[src/rtl/vga_timing_gen.sv]
`default_nettype none
// ============================================================================
// vga_timing_gen : raster counters, sync/active decode, delayed syncs and
//                  frame-start / frame-count / blink events.
// Revision: 1.0
// ============================================================================
module vga_timing_gen #(
    parameter int H_SYNC     = 96,
    parameter int H_BP       = 48,
    parameter int H_ACT      = 640,
    parameter int H_FP       = 16,
    parameter int V_SYNC     = 2,
    parameter int V_BP       = 33,
    parameter int V_ACT      = 480,
    parameter int V_FP       = 10,
    parameter int PIPE_DELAY = 3,
    parameter int BLINK_BIT  = 5
) (
    input  logic       clk,
    input  logic       clrn,
    input  logic       pixel_en,
    output logic [9:0] h_addr,
    output logic [9:0] v_addr,
    output logic       valid,
    output logic       hsync,
    output logic       vsync,
    output logic       hsync_d,
    output logic       vsync_d,
    output logic       valid_d,
    output logic       frame_start,
    output logic [7:0] frame_cnt,
    output logic       blink
);

    localparam int H_TOT = H_SYNC + H_BP + H_ACT + H_FP;
    localparam int V_TOT = V_SYNC + V_BP + V_ACT + V_FP;

    localparam logic [9:0] c_h_last = 10'(H_TOT - 1);
    localparam logic [9:0] c_v_last = 10'(V_TOT - 1);
    localparam logic [9:0] c_h_sync = 10'(H_SYNC);
    localparam logic [9:0] c_v_sync = 10'(V_SYNC);
    localparam logic [9:0] c_h_beg  = 10'(H_SYNC + H_BP);
    localparam logic [9:0] c_h_end  = 10'(H_SYNC + H_BP + H_ACT);
    localparam logic [9:0] c_v_beg  = 10'(V_SYNC + V_BP);
    localparam logic [9:0] c_v_end  = 10'(V_SYNC + V_BP + V_ACT);

    logic [9:0] h_cnt_q, h_cnt_d;
    logic [9:0] v_cnt_q, v_cnt_d;
    logic [9:0] h_addr_q, h_addr_d;
    logic [9:0] v_addr_q, v_addr_d;
    logic       act_q, act_d;
    logic       hs_q, hs_d;
    logic       vs_q, vs_d;
    logic       fs_q, fs_d;
    logic [7:0] fcnt_q, fcnt_d;
    logic       w_h_in, w_v_in;

    assign w_h_in = (h_cnt_q >= c_h_beg) && (h_cnt_q < c_h_end);
    assign w_v_in = (v_cnt_q >= c_v_beg) && (v_cnt_q < c_v_end);

    // Outputs decode the counter pair as it stood before the enabled edge.
    always_comb begin
        h_cnt_d  = h_cnt_q;
        v_cnt_d  = v_cnt_q;
        h_addr_d = h_addr_q;
        v_addr_d = v_addr_q;
        act_d    = act_q;
        hs_d     = hs_q;
        vs_d     = vs_q;
        fs_d     = 1'b0;
        fcnt_d   = fcnt_q;
        if (pixel_en) begin
            if (h_cnt_q == c_h_last) begin
                h_cnt_d = '0;
                v_cnt_d = (v_cnt_q == c_v_last) ? '0 : v_cnt_q + 10'd1;
            end else begin
                h_cnt_d = h_cnt_q + 10'd1;
            end
            hs_d     = (h_cnt_q >= c_h_sync);
            vs_d     = (v_cnt_q >= c_v_sync);
            act_d    = w_h_in && w_v_in;
            h_addr_d = act_d ? (h_cnt_q - c_h_beg) : '0;
            v_addr_d = act_d ? (v_cnt_q - c_v_beg) : '0;
            fs_d     = (h_cnt_q == '0) && (v_cnt_q == '0);
            if (fs_d) begin
                fcnt_d = fcnt_q + 8'd1;
            end
        end
    end

    always_ff @(posedge clk or negedge clrn) begin
        if (!clrn) begin
            h_cnt_q  <= '0;
            v_cnt_q  <= '0;
            h_addr_q <= '0;
            v_addr_q <= '0;
            act_q    <= 1'b0;
            hs_q     <= 1'b1;
            vs_q     <= 1'b1;
            fs_q     <= 1'b0;
            fcnt_q   <= '0;
        end else begin
            h_cnt_q  <= h_cnt_d;
            v_cnt_q  <= v_cnt_d;
            h_addr_q <= h_addr_d;
            v_addr_q <= v_addr_d;
            act_q    <= act_d;
            hs_q     <= hs_d;
            vs_q     <= vs_d;
            fs_q     <= fs_d;
            fcnt_q   <= fcnt_d;
        end
    end

    assign h_addr      = h_addr_q;
    assign v_addr      = v_addr_q;
    assign valid       = act_q;
    assign hsync       = hs_q;
    assign vsync       = vs_q;
    assign frame_start = fs_q;
    assign frame_cnt   = fcnt_q;
    assign blink       = fcnt_q[BLINK_BIT];

    generate
        if (PIPE_DELAY == 0) begin : g_no_pipe
            assign hsync_d = hs_q;
            assign vsync_d = vs_q;
            assign valid_d = act_q;
        end else begin : g_pipe
            // Each stage packs {hsync, vsync, valid}; shifts every clk.
            logic [2:0] pipe_q [PIPE_DELAY];
            logic [2:0] pipe_d [PIPE_DELAY];

            always_comb begin
                pipe_d[0] = {hs_q, vs_q, act_q};
                for (int i = 1; i < PIPE_DELAY; i++) begin
                    pipe_d[i] = pipe_q[i-1];
                end
            end

            always_ff @(posedge clk or negedge clrn) begin
                if (!clrn) begin
                    pipe_q <= '{default: 3'b110};
                end else begin
                    pipe_q <= pipe_d;
                end
            end

            assign hsync_d = pipe_q[PIPE_DELAY-1][2];
            assign vsync_d = pipe_q[PIPE_DELAY-1][1];
            assign valid_d = pipe_q[PIPE_DELAY-1][0];
        end
    endgenerate

endmodule
`default_nettype wire

[config.mk]
export PLATFORM = sky130hd
export DESIGN_NAME = vga_timing_gen
export DESIGN_NICKNAME = d
export VERILOG_FILES = /design/src/rtl/vga_timing_gen.sv
export SDC_FILE = /design/constraint.sdc
export NUM_CORES = 1
export LEC_CHECK = 0
export CELL_PAD_IN_SITES_DETAIL_PLACEMENT = 2
export CELL_PAD_IN_SITES_GLOBAL_PLACEMENT = 2
export CORE_MARGIN = 8
export CORE_UTILIZATION = 38
export DETAILED_ROUTE_END_ITERATION = 8
export MAX_ROUTING_LAYER = met4
export PLACE_DENSITY = 0.95
export SLEW_MARGIN = 0
export SYNTH_ARGS = -nofsm -noshare
export SYNTH_HDL_FRONTEND = slang
export SYNTH_SLANG_ARGS = --single-unit
[constraint.sdc]
create_clock -name clk -period 7.1 [get_ports clk]
set_clock_uncertainty 0.1 [all_clocks]
set_input_delay 1.775 -clock clk [delete_from_list [all_inputs] [get_ports clk]]
set_output_delay 1.775 -clock clk [all_outputs]
set_load 0.02 [all_outputs]
== Word-level counts from Yosys, hierarchy flattened ==
Cells that the tools add are included.
Word-level totals
  register bits after elaboration: 61
  input bits: 3
  output and inout port bits: 36
  word-level logic and storage cells: 38
Cells by class
  $add $sub $neg: 5
  magnitude comparators: 6
  equality and inequality tests: 2
  mux-type cells: 5
  reductions and logical operators: 8
Operators with widths (number)
  10-bit 2-to-1 mux: 4
  10-bit by 1-bit adder with 10-bit output, second input constant: 2
  10-bit equality test, second input constant: 2
  10-bit zero test: 2
  10-bit less-than comparator, second input constant: 2
  10-bit by 2-bit >= comparator with 1-bit output, second input constant: 1
  10-bit by 6-bit >= comparator with 1-bit output, second input constant: 1
  10-bit by 7-bit >= comparator with 1-bit output, second input constant: 1
  10-bit by 8-bit >= comparator with 1-bit output, second input constant: 1
  10-bit by 6-bit subtractor with 10-bit output, second input constant: 1
  10-bit by 8-bit subtractor with 10-bit output, second input constant: 1
  8-bit by 1-bit adder with 8-bit output, second input constant: 1
  1-bit logical AND: 4
  2-bit AND reduction: 2
  1-bit 2-to-1 mux: 1

== Longest topological paths before layout ==
Gate-level depths: netlist (run 1).
  depth after elaboration: 4
  gate-level depth with buffers: 8
  mapped depth without buffers: 6

== Worst setup path after synthesis (run 1) ==
Ideal clock, no wire load.
  path type: input to register
  start: in pixel_en
  end: reg fcnt_q[1] (netlist: frame_cnt[1])
  library setup time: 0.125 ns
  arrival: 3.119 ns
  required time: 6.875 ns
  slack: 3.756 ns
  stages: 5
  buffers on the path: 1
  path through: or3b_1 > or3_1 > buf_2 > nor2_1 > mux2_2
Between the ends
  cells in the longest elaborated chain, start to end: 1
Ends and longest elaborated chain
  start: declaration: line 21  | input logic pixel_en,
  2-bit AND reduction (no source line)
  end signal: assignment: line 111  | fcnt_q <= fcnt_d;
  end: declaration: line 55  | logic [7:0] fcnt_q, fcnt_d;
No other way between the ends.
A chain may end at the register's enable or synchronous reset.

== Final worst setup path (run 1) ==
Same ends and word-level chain as after synthesis.

==> flow_summary.ini, run 1 <==
[worst_setup_path]
crit_path_max_incr_delay_ns = 0.53
timing.critical_path.from_type = input port
cp.required_ns = 7.24
critPathBufInv = 2
ff2ff_setup_slack_ns = 3.56
r2r-end = h_addr[1]
crit_arrival_ns = 4.15
worstReg2RegStart = v_cnt_q[0]
timing.setup.critical_path_class = in2reg
worst-path-max-fanout = 35
cpLargestDelayFamily = simple AND/OR/NAND/NOR gates
critical_path.cell_chain = clkdlybuf4s50_1, buf_4, or3b_1, or3_1, nor2_1, mux2_2
cp_slowest_cell = or3_1
r2r.worst_path.cells = 5
worst_setup_path_end_kind = register

[clock_network]
cts_hold_repair.buffers = 0
path_clk_slew_ns = 0.07
clock_sinks = 61
post_cts_resize_count = 0
cts_tree = yes
ctsHtreeMaxLevel = 3
clock_path_buffers = 2
cts-root-buf = clkbuf_8
post_cts_buffers = 0
insertion_delay_ns = 0.35
cts_buffers = 9

[synthesis]
yosysSeqAreaShare_pct = 48.8
post_synthesis_cell_area_um2 = 3150
mappedNetlistNets = 321
synthesis.area_per_instance_um2 = 10.3
ys_top_cells_by_area = dfrtp_1 (42%), dfstp_2 (6.7%), o41ai_1 (4.5%), ha_1 (4.4%), xnor2_1 (3.6%)
yosys_warnings = 0
synth_cell_type_count = 46
synth_edf_count = 0
postSynthRegisterBits = 61
asyncSetResetFlopFracSynth_pct = 100
netlist_instances = 307
yosysTopAreaCell = dfrtp_1
yosys.area.top_type_share_pct = 42.1
synth_flop_cell = dfrtp_1

[detailed_routing]
detailroute.wirelength.met2_um = 4970
route.vias.total = 2574
route.detailed.drc = 0
post_drt_via_cell_ratio = 5.80
detail_route.first_pass.iterations = 4
maxUsedRoutingLayer = met4
detail_route.wl_per_cell_um = 22.2
wl_met3_um = 309
drt_iter0_markers = 87
aggregate_routed_wire_length_um = 9870
drt.antenna.violating_nets = 0
detail_route.wirelength.met1_um = 4320

[placement]
post-place-ws_ns = 2.76
postPlaceCellArea_um2 = 3560
post-dp-hpwl_um = 6750
place.gp.congestion = 0.790
dp_cells = 428
numPortBuffers = 38

[hold_path]
min_path_cells = 0
hold_path_startpoint = g_pipe.pipe_d[5]
sink_of_the_worst_hold_path = g_pipe.pipe_d[2]
type_of_the_most_critical_hold_path = reg2reg

[die]
die_footprint_um2 = 11400
fp.dieW_um = 107
pin_count = 39
die_height_um = 107
rows = 33
placeable_area_um2 = 8130
initial_core_util_pct = 38.7

[layout]
non_filler_cell_area_final_um2 = 3730
stdcell_count = 444
post_route_cells_drive_above_1_share_pct = 10.9
layout_common_cells = dfrtp_1 (53), clkdlybuf4s50_1 (37), inv_1 (20)
layout.core_utilization_pct = 45.9
layout_commonest_cell = dfrtp_1
layout.nets = 348
area_delta_synth_final_pct = 18.7
antennaDiodeCount = 0

[pwr]
power_density_nw_per_um2 = 225
worst_case_vdd_ir_drop_v = 0.000102
finalPower_mw = 0.839
net-switching-power_mw = 0.291
comb_power_share_pct = 17.3
intPower_mw = 0.548
p_seq_share_pct = 49.3
leakage_nw = 1.51
switching_share_pct = 34.7
power_frac_clock_pct = 33.5

[timing]
hold_viol = 0
final-setup-viol-count = 0
timing.setup.tns_ns = 0
report.final.slew_viol_count = 0
slew-limit-headroom_pct = 11.1
min_period_ns = 4.01
hold-worst-slack_ns = 0.257
final.setup.worst_slack_ns = 3.09
clock.fmax_ghz = 0.250
grt_setup_unrepaired = false
period_share_pct = 56.4
tightestPinTransition_ns = 1.33

[status]
outcome = completed

[global_route]
grt_use_total_pct = 18.6
grt_antenna_before_repair = 0
via_count_of_the_first_global_routing_pass = 2926
largest_net_degree_at_the_start_of_global_routing = 62
wire_length_of_the_first_global_routing_pass_um = 16100
grt_remaining_overflow = 0

[flow_run]
cap_violations = 0
metal layers:
metal / global-route usage, % / vias to the layer above
met2: 30.9 / 59
li1: - / 1144
met3: 2.76 / 27
met4: 9.85 / 0
met1: 21.2 / 1344
met5: - / -
cells in the mapped netlist, types with 3 or more instances:
master	instances
or3_1	5
nor4_2	3
xor2_1	13
o21ai_0	15
and3_1	3
o41ai_1	16
inv_1	20
dfstp_2	8
xnor2_1	13
nor2_1	10
a21oi_1	8
o32ai_1	6
nand2b_1	15
buf_2	3
clkbuf_1	18
dfrtp_1	53
nand3_1	15
nor2b_1	3
nor3_1	12
and4_1	3
nand4_1	7
ha_1	11
nand2_1	17
how the worst max path moves through the flow:
stage,from,to,slack [ns],depth (start not counted)
3_5_place_dp,pixel_en,frame_cnt[1],2.76,6
4_1_cts,pixel_en,frame_cnt[1],3.10,6
2_1_floorplan,pixel_en,frame_cnt[1],3.76,5
5_1_grt,pixel_en,frame_cnt[1],3.03,6
3_3_place_gp,pixel_en,frame_cnt[1],2.88,6
6_report,pixel_en,frame_cnt[1],3.09,6
cell type report:
cell class              count  area, µm²
multi-input cells         201       1420
well taps                 105        131
clock buffers               9        124
inverters                  20       75.1
flip-flops and latches     61       1540
clock inverters             7       51.3
fillers                   822       4400
repair buffers             41        398
sequential cells by signal, indices dropped and copies added (netlist names):
signal and count:
frame_start 1, v_cnt_q 10, v_addr 10, valid_d 1, g_pipe.pipe_d 6, valid 1
hsync 1, h_addr 10, frame_cnt 8, h_cnt_q 10, vsync 1, hsync_d 1
vsync_d 1
worst register-to-register path, cell delays in order, from the launching register on:
cell and delay (ns):
dfrtp_1 0.54, ha_1 0.41, o41ai_1 0.71, a21oi_1 0.31, nor2_1 1.07, o41ai_1 0.21
kinds of logic after synthesis:
| logic type | count (synthesis) | share of synthesized area, % |
|---|---|---|
| and+or+nand+nor | 105 | 19.9 |
| DFF | 61 | 48.8 |
| AOI/OAI and AO/OA | 57 | 12.9 |
| buffers and inverters | 45 | 6.08 |
| xor gates and xnor gates | 26 | 7.24 |
| adders and majority gates | 11 | 4.37 |
| muxes | 2 | 0.676 |
power by group through the flow:
stage / sequential, mW / combinational [mW] / clock [mW]
3_3_place_gp: 0.411 / 0.124 / 0
3_5_place_dp: 0.417 / 0.141 / 0
6_report: 0.413 / 0.145 / 0.281
5_1_grt: 0.417 / 0.159 / 0.300
2_1_floorplan: 0.394 / 0.100 / 0
4_1_cts: 0.413 / 0.146 / 0.288
Power figures use the tool's default switching activity.
==> inputs of run 2 (changes only) <==
--- a/config.mk
+++ b/config.mk
@@ -8,10 +8,10 @@
 export CELL_PAD_IN_SITES_DETAIL_PLACEMENT = 2
 export CELL_PAD_IN_SITES_GLOBAL_PLACEMENT = 2
 export CORE_MARGIN = 8
-export CORE_UTILIZATION = 38
+export CORE_UTILIZATION = 36
 export DETAILED_ROUTE_END_ITERATION = 8
 export MAX_ROUTING_LAYER = met4
-export PLACE_DENSITY = 0.95
+export PLACE_DENSITY = 0.92
 export SLEW_MARGIN = 0
 export SYNTH_ARGS = -nofsm -noshare
 export SYNTH_HDL_FRONTEND = slang
==> constraint.sdc (replaced) <==
create_clock -name clk -period 4 [get_ports clk]
set_clock_uncertainty 0.1 [all_clocks]
set_input_delay 1 -clock clk [delete_from_list [all_inputs] [get_ports clk]]
set_output_delay 1 -clock clk [all_outputs]
set_load 0.02 [all_outputs]
==> flow_summary.ini, run 2 (synthesis results as in run 1) <==
[status]
outcome = completed

[die]
rows = 34
die_footprint_um2 = 12000
fp.dieW_um = 109
die_height_um = 109
initial_core_util_pct = 36.6
pin_count = 39
placeable_area_um2 = 8590

[detailed_routing]
detail_route.first_pass.iterations = 4
detail_route.wl_per_cell_um = 22.6
aggregate_routed_wire_length_um = 10100
route.vias.total = 2580
drt_iter0_markers = 96
post_drt_via_cell_ratio = 5.75
route.detailed.drc = 0
drt.antenna.violating_nets = 0

[global_route]
grt_antenna_before_repair = 0
grt_remaining_overflow = 0
via_count_of_the_first_global_routing_pass = 2974
largest_net_degree_at_the_start_of_global_routing = 38
wire_length_of_the_first_global_routing_pass_um = 16700
grt_use_total_pct = 18.5

[clock_network]
ctsHtreeMaxLevel = 3
cts_tree = yes
path_clk_slew_ns = 0.08
cts-root-buf = clkbuf_8
post_cts_buffers = 0
post_cts_resize_count = 0
insertion_delay_ns = 0.34
clock_path_buffers = 2
clock_sinks = 61
cts_buffers = 9
cts_hold_repair.buffers = 0

[timing]
report.final.slew_viol_count = 0
clock.fmax_ghz = 0.321
hold_viol = 0
slew-limit-headroom_pct = 35.0
min_period_ns = 3.11
timing.setup.tns_ns = 0
final-setup-viol-count = 0
tightestPinTransition_ns = 0.975
grt_setup_unrepaired = false
period_share_pct = 77.9

[layout]
layout.nets = 350
layout.core_utilization_pct = 43.7
layout_common_cells = dfrtp_1 (53), clkdlybuf4s50_1 (37), inv_1 (20)
post_route_cells_drive_above_1_share_pct = 11.4
layout_commonest_cell = dfrtp_1
antennaDiodeCount = 0
area_delta_synth_final_pct = 19.2

[pwr]
leakage_nw = 1.52
worst_case_vdd_ir_drop_v = 0.000200
finalPower_mw = 1.49
power_density_nw_per_um2 = 396

[placement]
numPortBuffers = 38
post-dp-hpwl_um = 6790
place.gp.congestion = 0.817

[hold_path]
type_of_the_most_critical_hold_path = reg2reg
min_path_cells = 0

[worst_setup_path]
worst_setup_path_end_kind = register
crit_arrival_ns = 3.19
timing.setup.critical_path_class = reg2reg
worst-path-max-fanout = 11
cp.required_ns = 4.08
timing.critical_path.from_type = register
r2r.worst_path.cells = 6

[flow_run]
cap_violations = 0
run 2: cell types whose count changed in the layout (fill, tap and decap cells not counted), sizes merged:
cell,before,now
clkinvlp,2,3
clkinv,4,2
inv,21,22
buf,4,6
run 2: per-stage QoR:
step / instances / area [µm²] / setup WS (ns) / hold WS (ns)
after global routing: 449 / 3750 / 0.628 / 0.262
after CTS: 449 / 3750 / 0.913 / 0.260
after global placement: 433 / 3580 / 0.827 / 0.233
final: 449 / 3750 / 0.886 / 0.258
after detailed placement: 433 / 3580 / 0.732 / 0.241
after floorplan: 307 / 3150 / 1.43 / 0.231
run 2: report_power, final:
group	internal [mW]	switching, mW	total [mW]
sequential	0.651	0.0816	0.733
clock	0.227	0.280	0.506
combinational	0.0942	0.153	0.247
run 2: final timing paths:
check | from | end | slack, ns
worst max-delay path | v_cnt_q[0] | h_addr[2] | 0.89
worst min-delay path | g_pipe.pipe_d[4] | g_pipe.pipe_d[1] | 0.26
worst max register to register | v_cnt_q[0] | h_addr[2] | 0.89
worst min register to register | g_pipe.pipe_d[4] | g_pipe.pipe_d[1] | 0.26
max in group asynchronous | clrn | vsync | 2.38
min in group asynchronous | clrn | h_addr[5] | 0.66
run 2: critical path, cell delays in order (launching register included):
cell and delay (ns):
dfrtp_1 0.53, ha_1 0.40, o41ai_1 0.66, a21oi_1 0.34, nor2_1 0.53, buf_4 0.29, o41ai_1 0.10
run 2: metal layers:
metal	share of wire (%)	track usage, %
met1	43	21.6
met2	50	31.0
met3	4.4	3.69
met4	2.1	6.36
met5	0	-
run 2: cell type report:
cell class	instances	area, µm²
fill	889	4840
clock buffer	9	124
clock inverter	7	50.0
multi-input combinational	201	1420
inverter	20	75.1
timing repair buffer	43	413
sequential	61	1540
tap	108	135
==> inputs of run 3 (changes only) <==
==> constraint.sdc (replaced) <==
create_clock -name clk -period 3.03 [get_ports clk]
set_clock_uncertainty 0.1 [all_clocks]
set_input_delay 0.7575 -clock clk [delete_from_list [all_inputs] [get_ports clk]]
set_output_delay 0.7575 -clock clk [all_outputs]
set_load 0.02 [all_outputs]
==> flow_summary.ini, run 3 (synthesis results as in run 1) <==
[global_route]
grt_use_total_pct = 19.8
via_count_of_the_first_global_routing_pass = 3022
wire_length_of_the_first_global_routing_pass_um = 17500
grt_remaining_overflow = 0
grt_antenna_before_repair = 0
largest_net_degree_at_the_start_of_global_routing = 35

[detailed_routing]
route.vias.total = 2614
detail_route.wl_per_cell_um = 23.3
aggregate_routed_wire_length_um = 10700
drt_iter0_markers = 55
route.detailed.drc = 0
drt.antenna.violating_nets = 0
detail_route.first_pass.iterations = 4
post_drt_via_cell_ratio = 5.72

[worst_setup_path]
worst-path-max-fanout = 19
critPathBufInv = 2
cpLargestDelayFamily = compound AO/OA/AOI/OAI gates
worst_setup_path_end_kind = register
timing.setup.critical_path_class = reg2reg
cp.required_ns = 3.13
crit_arrival_ns = 2.83
crit_path_max_incr_delay_ns = 0.49
timing.critical_path.from_type = register
cp_slowest_cell = o41ai_1
critical_path.cell_chain = inv_1, ha_1, or3b_1, nor3_1, o221ai_1, buf_4, o41ai_1

[die]
placeable_area_um2 = 8590
rows = 34
initial_core_util_pct = 36.6
die_footprint_um2 = 12000
die_height_um = 109
pin_count = 39
fp.dieW_um = 109

[layout]
fillerInstances = 911
area_delta_synth_final_pct = 22.5
layout_common_cells = dfrtp_1 (53), clkdlybuf4s50_1 (37), inv_1 (20)
layout_commonest_cell = dfrtp_1
layout.nets = 358
antennaDiodeCount = 0
post_route_cells_drive_above_1_share_pct = 12.9

[clock_network]
insertion_delay_ns = 0.35
path_clk_slew_ns = 0.08
post_cts_buffers = 0
cts-root-buf = clkbuf_8
clock_sinks = 61
cts_buffers = 9
cts_hold_repair.buffers = 0
cts_tree = yes
clock_path_buffers = 2
ctsHtreeMaxLevel = 3
post_cts_resize_count = 0

[timing]
clock.fmax_ghz = 0.366
hold-worst-slack_ns = 0.257
tightestPinTransition_ns = 0.752
final-setup-viol-count = 0
timing.setup.tns_ns = 0
period_share_pct = 90.1
report.final.slew_viol_count = 0
min_period_ns = 2.73
final.setup.worst_slack_ns = 0.300
grt_setup_unrepaired = false
slew-limit-headroom_pct = 49.8
hold_viol = 0

[hold_path]
type_of_the_most_critical_hold_path = reg2reg

[placement]
place.gp.congestion = 0.828
numPortBuffers = 38
post-place-ws_ns = 0.0708
post-dp-hpwl_um = 6880

[pwr]
leakage_nw = 1.58
worst_case_vdd_ir_drop_v = 0.000234
power_density_nw_per_um2 = 540

[status]
outcome = completed

[flow_run]
cap_violations = 0
## run 3: changes by cell type in the layout (fill, tap and decap cells not counted), sizes merged
cell,change
buf,+8
clkinvlp,-1
bufinv,+1
clkbuf,+4
inv,-2
clkinv,-2
## run 3: area by class of cell
cell class                 instances  area (µm²)  share of cell area (%)
inverter                          20        75.1                    1.95
timing repair buffer              51         485                    12.6
tap                              108         135                    3.51
multi-input combinational        201        1420                    36.8
clock buffer                      13         159                    4.12
clock inverter                     3        45.0                    1.17
sequential                        61        1540                    39.9
## run 3: final timing paths
check | cells past startpoint | slack [ns] | start | endpoint
worst max register to register | 7 | 0.30 | h_cnt_q[0] | v_addr[9]
worst min register to register | 0 | 0.26 | g_pipe.pipe_d[2] | hsync_d
min in group asynchronous | 1 | 0.37 | clrn | h_cnt_q[2]
worst max-delay path | 7 | 0.30 | h_cnt_q[0] | v_addr[9]
max in group asynchronous | 2 | 1.75 | clrn | vsync
worst min-delay path | 0 | 0.26 | g_pipe.pipe_d[2] | hsync_d
## run 3: through the flow
stage | cells | instance area, µm² | power (mW) | utilization (%)
final | 457 | 3850 | 2.08 | 44.9
after global placement | 441 | 3650 | 1.26 | 42.5
after detailed placement | 441 | 3650 | 1.30 | 42.5
after global routing | 457 | 3850 | 2.17 | 44.9
after floorplan | 307 | 3150 | 1.16 | -
after CTS | 457 | 3850 | 2.09 | 44.9
## run 3: where the power goes
group	switching, mW	internal [mW]
logic	0.216	0.128
clock network	0.345	0.426
registers	0.106	0.860
## run 3: layer usage
layer,wire length [µm],GRT usage (%),share of wire [%]
met2,5440,33.0,51
met5,0,-,0
met3,372,3.99,3.5
met1,4660,23.2,44
met4,185,7.23,1.7
